`config.mk`:
```
export PLATFORM = sky130hd
export DESIGN_NAME = als_light_tone
export DESIGN_NICKNAME = d
export VERILOG_FILES = /design/src/rtl/als_light_tone.sv
export SDC_FILE = /design/constraint.sdc
export NUM_CORES = 1
export LEC_CHECK = 0
export ABC_AREA = 1
export CELL_PAD_IN_SITES_DETAIL_PLACEMENT = 1
export CELL_PAD_IN_SITES_GLOBAL_PLACEMENT = 2
export CORE_ASPECT_RATIO = 0.8
export CORE_MARGIN = 10
export CORE_UTILIZATION = 30
export DETAILED_ROUTE_END_ITERATION = 10
export PLACE_DENSITY_LB_ADDON = 0.3
export SKIP_CTS_REPAIR_TIMING = 1
export SYNTH_ARGS = -nofsm -noshare
export SYNTH_HDL_FRONTEND = slang
export SYNTH_SLANG_ARGS = --single-unit
```
`constraint.sdc`:
```
create_clock -name clock -period 3 [get_ports clock]
set_input_delay 0.6 -clock clock [delete_from_list [all_inputs] [get_ports clock]]
set_output_delay 0.6 -clock clock [all_outputs]
set_load 0.03 [all_outputs]
```
`src/rtl/als_light_tone.sv`:
```
// -----------------------------------------------------------------------------
// als_light_tone
//   Takes the 16-bit PmodALS SPI frame and samples it at a fixed strobe rate.
//   It extracts the 8-bit light code and smooths it with a first-order IIR.
//   The smoothed level drives an 8-LED thermometer bar graph and a square-wave
//   buzzer tone whose pitch rises with brightness. A hysteretic mute keeps the
//   buzzer silent in the dark.
//
// Ports
//   clock         in   1   system clock, all registers on the rising edge
//   reset         in   1   synchronous, active-high
//   value         in   16  raw ALS frame, may change on any cycle
//   enable        in   1   0 forces the tone low
//   level         out  8   smoothed light level
//   level_update  out  1   one-cycle pulse when level takes a new value
//   bar           out  8   thermometer, bar[i] = (level >= 32*i + 16)
//   tone          out  1   square wave to the buzzer
// -----------------------------------------------------------------------------
module als_light_tone #(
   parameter int clk_mhz          = 50,
   parameter int sample_hz        = 1000,
   parameter int sample_lsb       = 5,
   parameter int avg_shift        = 3,
   parameter int base_half_cycles = 12500,
   parameter int step_shift       = 8,
   parameter int mute_on          = 64,
   parameter int mute_off         = 48
) (
   input  logic        clock,
   input  logic        reset,
   input  logic [15:0] value,
   input  logic        enable,
   output logic [7:0]  level,
   output logic        level_update,
   output logic [7:0]  bar,
   output logic        tone
);

   localparam int div_n = (clk_mhz * 1000000) / sample_hz;
   localparam int div_w = (div_n > 1) ? $clog2(div_n) : 1;
   localparam logic [div_w-1:0] div_last = div_w'(div_n - 1);
   localparam int acc_w = 8 + avg_shift;
   localparam logic [7:0]  mute_on_c  = 8'(mute_on);
   localparam logic [7:0]  mute_off_c = 8'(mute_off);
   localparam logic [23:0] base_c     = 24'(base_half_cycles);

   typedef enum logic [0:0] {
      MUTED  = 1'b0,
      ACTIVE = 1'b1
   } mute_state_t;

   logic [div_w-1:0] div_r;
   logic             strobe_s;
   logic [7:0]       code_s;
   logic [acc_w-1:0] acc_r;
   logic             primed_r;
   logic [7:0]       level_s;
   logic             level_update_r;
   logic [7:0]       bar_r;
   mute_state_t      state_r;
   mute_state_t      state_next_s;
   logic [23:0]      half_s;
   logic [23:0]      cnt_r;
   logic             tone_r;

   // Thermometer code: LED i lights once the level reaches the middle of its 32-step band.
   function automatic logic [7:0] thermometer(input logic [7:0] lvl);
      logic [7:0] thr;
      thermometer = 8'd0;
      for (int i = 0; i < 8; i++) begin
         thr = 8'(32 * i + 16);
         thermometer[i] = (lvl >= thr);
      end
   endfunction

   assign strobe_s = (div_r == div_last);
   assign code_s   = value[sample_lsb +: 8];
   // The accumulator holds level scaled by 2^avg_shift, so level is its top byte.
   assign level_s  = acc_r[acc_w-1 -: 8];
   assign half_s   = base_c + (24'(8'd255 - level_s) << step_shift);

   // Sample-rate divider, wraps after div_n clocks.
   always_ff @(posedge clock) begin
      if (reset) begin
         div_r <= '0;
      end else if (div_r == div_last) begin
         div_r <= '0;
      end else begin
         div_r <= div_r + div_w'(1);
      end
   end

   // IIR accumulator; the first sample after reset preloads it so level does not ramp up from zero.
   always_ff @(posedge clock) begin
      if (reset) begin
         acc_r    <= '0;
         primed_r <= 1'b0;
      end else if (strobe_s) begin
         if (!primed_r) begin
            acc_r <= acc_w'(code_s) << avg_shift;
         end else begin
            acc_r <= acc_r - (acc_r >> avg_shift) + acc_w'(code_s);
         end
         primed_r <= 1'b1;
      end else begin
         acc_r    <= acc_r;
         primed_r <= primed_r;
      end
   end

   // Update pulse aligned with the new level, and the bar graph one clock behind level.
   always_ff @(posedge clock) begin
      if (reset) begin
         level_update_r <= 1'b0;
         bar_r          <= 8'd0;
      end else begin
         level_update_r <= strobe_s;
         bar_r          <= thermometer(level_s);
      end
   end

   // Mute state register.
   always_ff @(posedge clock) begin
      if (reset) begin
         state_r <= MUTED;
      end else begin
         state_r <= state_next_s;
      end
   end

   // Mute next-state logic: separate on/off thresholds give hysteresis.
   always_comb begin
      state_next_s = state_r;
      case (state_r)
         MUTED: begin
            if (level_s >= mute_on_c) begin
               state_next_s = ACTIVE;
            end else begin
               state_next_s = MUTED;
            end
         end
         ACTIVE: begin
            if (level_s < mute_off_c) begin
               state_next_s = MUTED;
            end else begin
               state_next_s = ACTIVE;
            end
         end
         default: begin
            state_next_s = MUTED;
         end
      endcase
   end

   // Tone generator; half-period is sampled only at reload, so a level change never cuts a half-period short.
   always_ff @(posedge clock) begin
      if (reset) begin
         tone_r <= 1'b0;
         cnt_r  <= 24'd0;
      end else if ((state_r == MUTED) || !enable) begin
         tone_r <= 1'b0;
         cnt_r  <= 24'd0;
      end else if (cnt_r == 24'd0) begin
         tone_r <= ~tone_r;
         cnt_r  <= half_s - 24'd1;
      end else begin
         tone_r <= tone_r;
         cnt_r  <= cnt_r - 24'd1;
      end
   end

   assign level        = level_s;
   assign level_update = level_update_r;
   assign bar          = bar_r;
   assign tone         = tone_r;

endmodule
```
# Word level (Yosys, flattened, before mapping)
# Cells that the tools add are included.
op_classes:
  n_mux: 5
  multipliers: 0
  addsub: 7
  div_mod_pow: 0
  bitwise_logic: 2
  order_cmp: 10
  shifts: 0
  reduce_logical: 5
  eq_ne: 1
ops:
  columns: ["op", "count"]
  rows:
  - ["$ge A8 B8 Y1 const B", 4]
  - ["$ge A8 B7 Y1 const B", 3]
  - ["$logic_not A24 Y1", 1]
  - ["$mux W24", 1]
  - ["$sub A24 B1 Y24 const B", 1]
  - ["$sub A18 B2 Y19 const B", 1]
  - ["$add A15 B17 Y18 const A", 1]
  - ["$add A16 B1 Y16 const B", 1]
  - ["$eq A16 B16 Y1 const B", 1]
  - ["$add A11 B8 Y11", 1]
  - ["$mux W11", 1]
  - ["$sub A11 B8 Y11", 1]
  - ["$sub A8 B8 Y9 const A", 1]
  - ["$ge A8 B5 Y1 const B", 1]
  - ["$ge A8 B6 Y1 const B", 1]
  - ["$lt A8 B6 Y1 const B", 1]
  - ["$reduce_or A2 Y1", 2]
  - ["$mux W1", 2]
  - ["$not A1 Y1", 2]
  - ["$pmux W1 S2", 1]
  - ["$logic_not A1 Y1", 1]
  - ["$logic_or A1 B1 Y1", 1]
word_totals:
  mem_count: 0
  mem_bits_ro: 0
  latchBits: 0
  mem_bits_rw: 0
  in_bits: 19
  ff_bits: 63
  word_cells: 38

# Depth between registers and ports, before layout
logic_depth:
  ltp_word: 4
  depth_mapped: 15
  ltp_nobuf: 15

# Worst setup path before layout
# Ideal clock, no wire load.
synth_path:
  path_kind: "input port to flip-flop"
  startpoint: "in value[6]"
  endpoint: "reg acc_r[8]"
  setup_slack_ns: 0.692
  setup_ns: 0.112
  t_required_ns: 2.888
  stages: 11
  t_arrival_ns: 2.196
  path_buffers: 0
  cell_sequence: "inv_1 -> fa_1 -> fa_1 -> inv_1 -> nand3_1 -> nand3_1 -> nand2_1 -> nand3_1 -> nand3_1 -> nand2_1 -> nand2_1"
synth_via:
  elab_chain_cells: 2
synth_lines:
  columns: ["element", "line_no", "text"]
  rows:
  - ["start: declaration", "31", "input logic [15:0] value,"]
  - ["$add A11 B8 Y11", "102", "acc_r <= acc_r - (acc_r >> avg_shift) + acc_w'(code_s);"]
  - ["$mux W11", "99", "if (!primed_r) begin"]
  - ["end signal: assignment", "100", "acc_r <= acc_w'(code_s) << avg_shift;"]
  - ["end signal: assignment", "102", null]
  - ["end signal: assignment", "106", "acc_r <= acc_r;"]
  - ["end: declaration", "55", "logic [acc_w-1:0] acc_r;"]
# No other way between the ends.
# A chain may end at the register's enable or synchronous reset.

# Final worst setup path
layout_path:
  startpoint: "in value[12]"
  endpoint: "reg acc_r[9]"
# Same word-level chain as after synthesis.

==> results.ini <==
[power]
pwr_density_cell_mw_per_mm2 = 452
leakage_nw = 2.31
vdd_drop_max_mv = 0.276

[routing]
detail-route-antenna-nets = 0
dr.pass1.iters = 4
vias_per_cell = 4.49
drtIter0Drc = 182
drt_wl_total_microns = 10700
wl_per_cell_microns = 13.6
routed-via-count = 3522
drcViolationCount = 0

[critical_path]
cp.arrival_ps = 2950
r2r_start = acc_r[7]$_SDFFE_PP0P_
end_kind = flop
critPathKind = in2reg
cp_slowest_cell = fa_1
cp-start-kind = primary input
crit_chain = clkdlybuf4s50_1 > inv_1 > fa_1 > inv_1 > ha_1 > nand2_1 > nor2_1 > nand3_1 > nand4_1 > nand3_1 > nand2_1 > nand2_1
crit_fanout = 4
crit_buf_inv = 3
cpMostUsedCell = nand2_1
worstPathRequired_ps = 3230
critPathLaunch = value[12]
worst_path_dominant_cell_family = adder cells
cp_slowest_stage_delay_ps = 540

[global_route]
gr-total-overflow = 0
grt.met2_usage = 0.186
grt_pass1_wl_microns = 18400
grt_usage = 0.125
top_usage_layer = met2
antenna_found_initial = 0
grt_util_met3 = 0.0348
grt_max_degree = 18
grt_pass1_vias = 3710
met1_usage = 0.172

[logic_synthesis]
async_reset_ff_frac = 0
synth_commonest_cells = 137 x nand2_1, 81 x inv_1, 76 x nor2_1
yosysSeqAreaShare = 0.323
yosys.area.top_type_share = 0.323
synthDistinctLibCells = 38
yosysMostFrequentCell = nand2_1
synth.ff_latch_count = 63
synth_area_leaders = dfxtp_1 32%, nand2_1 13%, inv_1 7.8%, nor2_1 7.3%, ha_1 7.1%
synth_ff_type = dfxtp_1
yosysTopAreaCell = dfxtp_1
syn-cell-area_sq_mm = 0.00390
synth_edf_count = 0
synth_cells = 565
synthesis.nets = 614
yosys_warnings = 0
avgSynthCellArea_sq_um = 6.90

[job]
maxCapViolations = 0

[timing]
clock_skew_ps = 6.96
drv_slew = 0
worst_slew_pin_slew_ps = 711
period_minus_slack_ps = 2720
hold_viol_final = 0
rsz0062_at_grt = false
fmax_mhz = 368
slew_headroom = 0.526
setup_viol = 0
fin_crit_sh = 0.907
timing.hold.ws_ps = 444

[place]
dp_hpwl_microns = 8570
gp_congestion = 0.819
io_buffers = 28

[floorplan]
floorplan.initialDensity = 0.305
die_x_microns = 147
core_sq_mm = 0.0128
fp.dieArea_sq_mm = 0.0180
io_pins = 37
rows = 37
dieHeight_microns = 122

[min_path]
hold_class = reg2reg
hold_start = div_r[0]$_SDFF_PP0_

[final_layout]
diodes = 0
final_util = 0.371
drive_above_1_share = 0.0936
nets = 653
fill_cells = 1633
area_growth_pct = 21.5

[cts]
cts_root_buf = clkbuf_16
cts_buffers = 9
cts_tree = yes
clkLatencyLatePin_ps = 330
clock_path_buffers = 2
cts.reportedPaths.clkPinSlew_ps = 50
htree_levels = 3
cts.sinks = 63

[outcome]
status = complete, no violations

through the flow:
stage | instances | setup WS (ps) | cell area, sq um | TNS (ps) | total power, mW
2_1_floorplan | 565 | 692 | 3900 | 0 | 0.956
4_1_cts | 784 | 291 | 4740 | 0 | 2.18
5_1_grt | 784 | 94.8 | 4740 | 0 | 2.24
3_3_place_gp | 768 | -64.1 | 4410 | -139 | 1.01
3_5_place_dp | 768 | -59.3 | 4410 | -118 | 1.02
6_report | 784 | 279 | 4740 | 0 | 2.14
per-layer routing:
layer  share of wire  routed length, microns  up-vias
met5               0                       0        -
met4          0.0086                      92        0
met3           0.047                     505        8
met2            0.42                    4430       46
met1            0.53                    5630     1619
li1                -                       -     1849
layout make-up:
type	count	area (sq um)	share of cell area
Inverter	88	333	0.0702
Sequential cell	63	1260	0.266
Tap cell	175	219	0.0462
Timing Repair Buffer	42	385	0.0813
Clock buffer	10	239	0.0504
Multi-Input combinational cell	400	2210	0.466
Clock inverter	6	92.6	0.0195
report_power, final:
group / internal [mW] / total (mW) / switching (mW)
logic: 0.0683 / 0.159 / 0.0902
clock network: 0.753 / 1.14 / 0.386
registers: 0.840 / 0.842 / 0.00216
cell families after synthesis:
family / count (synthesis) / share of synthesized area
compound gates: 57 / 0.0792
xor+xnor: 18 / 0.0404
fa+ha+maj: 30 / 0.112
buf+inv: 102 / 0.110
flops: 63 / 0.323
simple gates: 295 / 0.335
registers in the layout (all words and copies together), names as in the netlist:
| signal | cells |
|---|---|
| state_r | 1 |
| bar | 8 |
| cnt_r | 24 |
| level_update | 1 |
| primed_r | 1 |
| acc_r | 11 |
| tone | 1 |
| div_r | 16 |
worst paths after layout:
path	end	slack (ps)	cells after the start
worst max register to register	acc_r[9]$_SDFFE_PP0P_	420	11
worst min register to register	div_r[0]$_SDFF_PP0_	440	1
worst max-delay path	acc_r[9]$_SDFFE_PP0P_	280	12
worst min-delay path	div_r[0]$_SDFF_PP0_	440	1
worst reg2reg max path, stage by stage (launching register included):
cell     delay [ps]
dfxtp_1         530
inv_1           150
fa_1            530
inv_1            50
ha_1            340
nand2_1         110
nor2_1          190
nand3_1         190
nand4_1         140
nand3_1         100
nand2_1         100
nand2_1          40
placed cells by master (no fill, tap or decap), types with 3 or more instances in the layout:
| master | instances |
|---|---|
| a21oi_1 | 40 |
| buf_4 | 14 |
| clkbuf_16 | 9 |
| clkdlybuf4s50_1 | 28 |
| dfxtp_1 | 63 |
| fa_1 | 8 |
| ha_1 | 22 |
| inv_1 | 81 |
| inv_2 | 6 |
| nand2_1 | 137 |
| nand3_1 | 37 |
| nand4_1 | 14 |
| nor2_1 | 76 |
| nor2_2 | 7 |
| nor3_1 | 7 |
| o21ai_0 | 6 |
| or2_0 | 3 |
| or2_2 | 3 |
| xnor2_1 | 9 |
| xor2_1 | 9 |
Power figures use the tool's default switching activity.
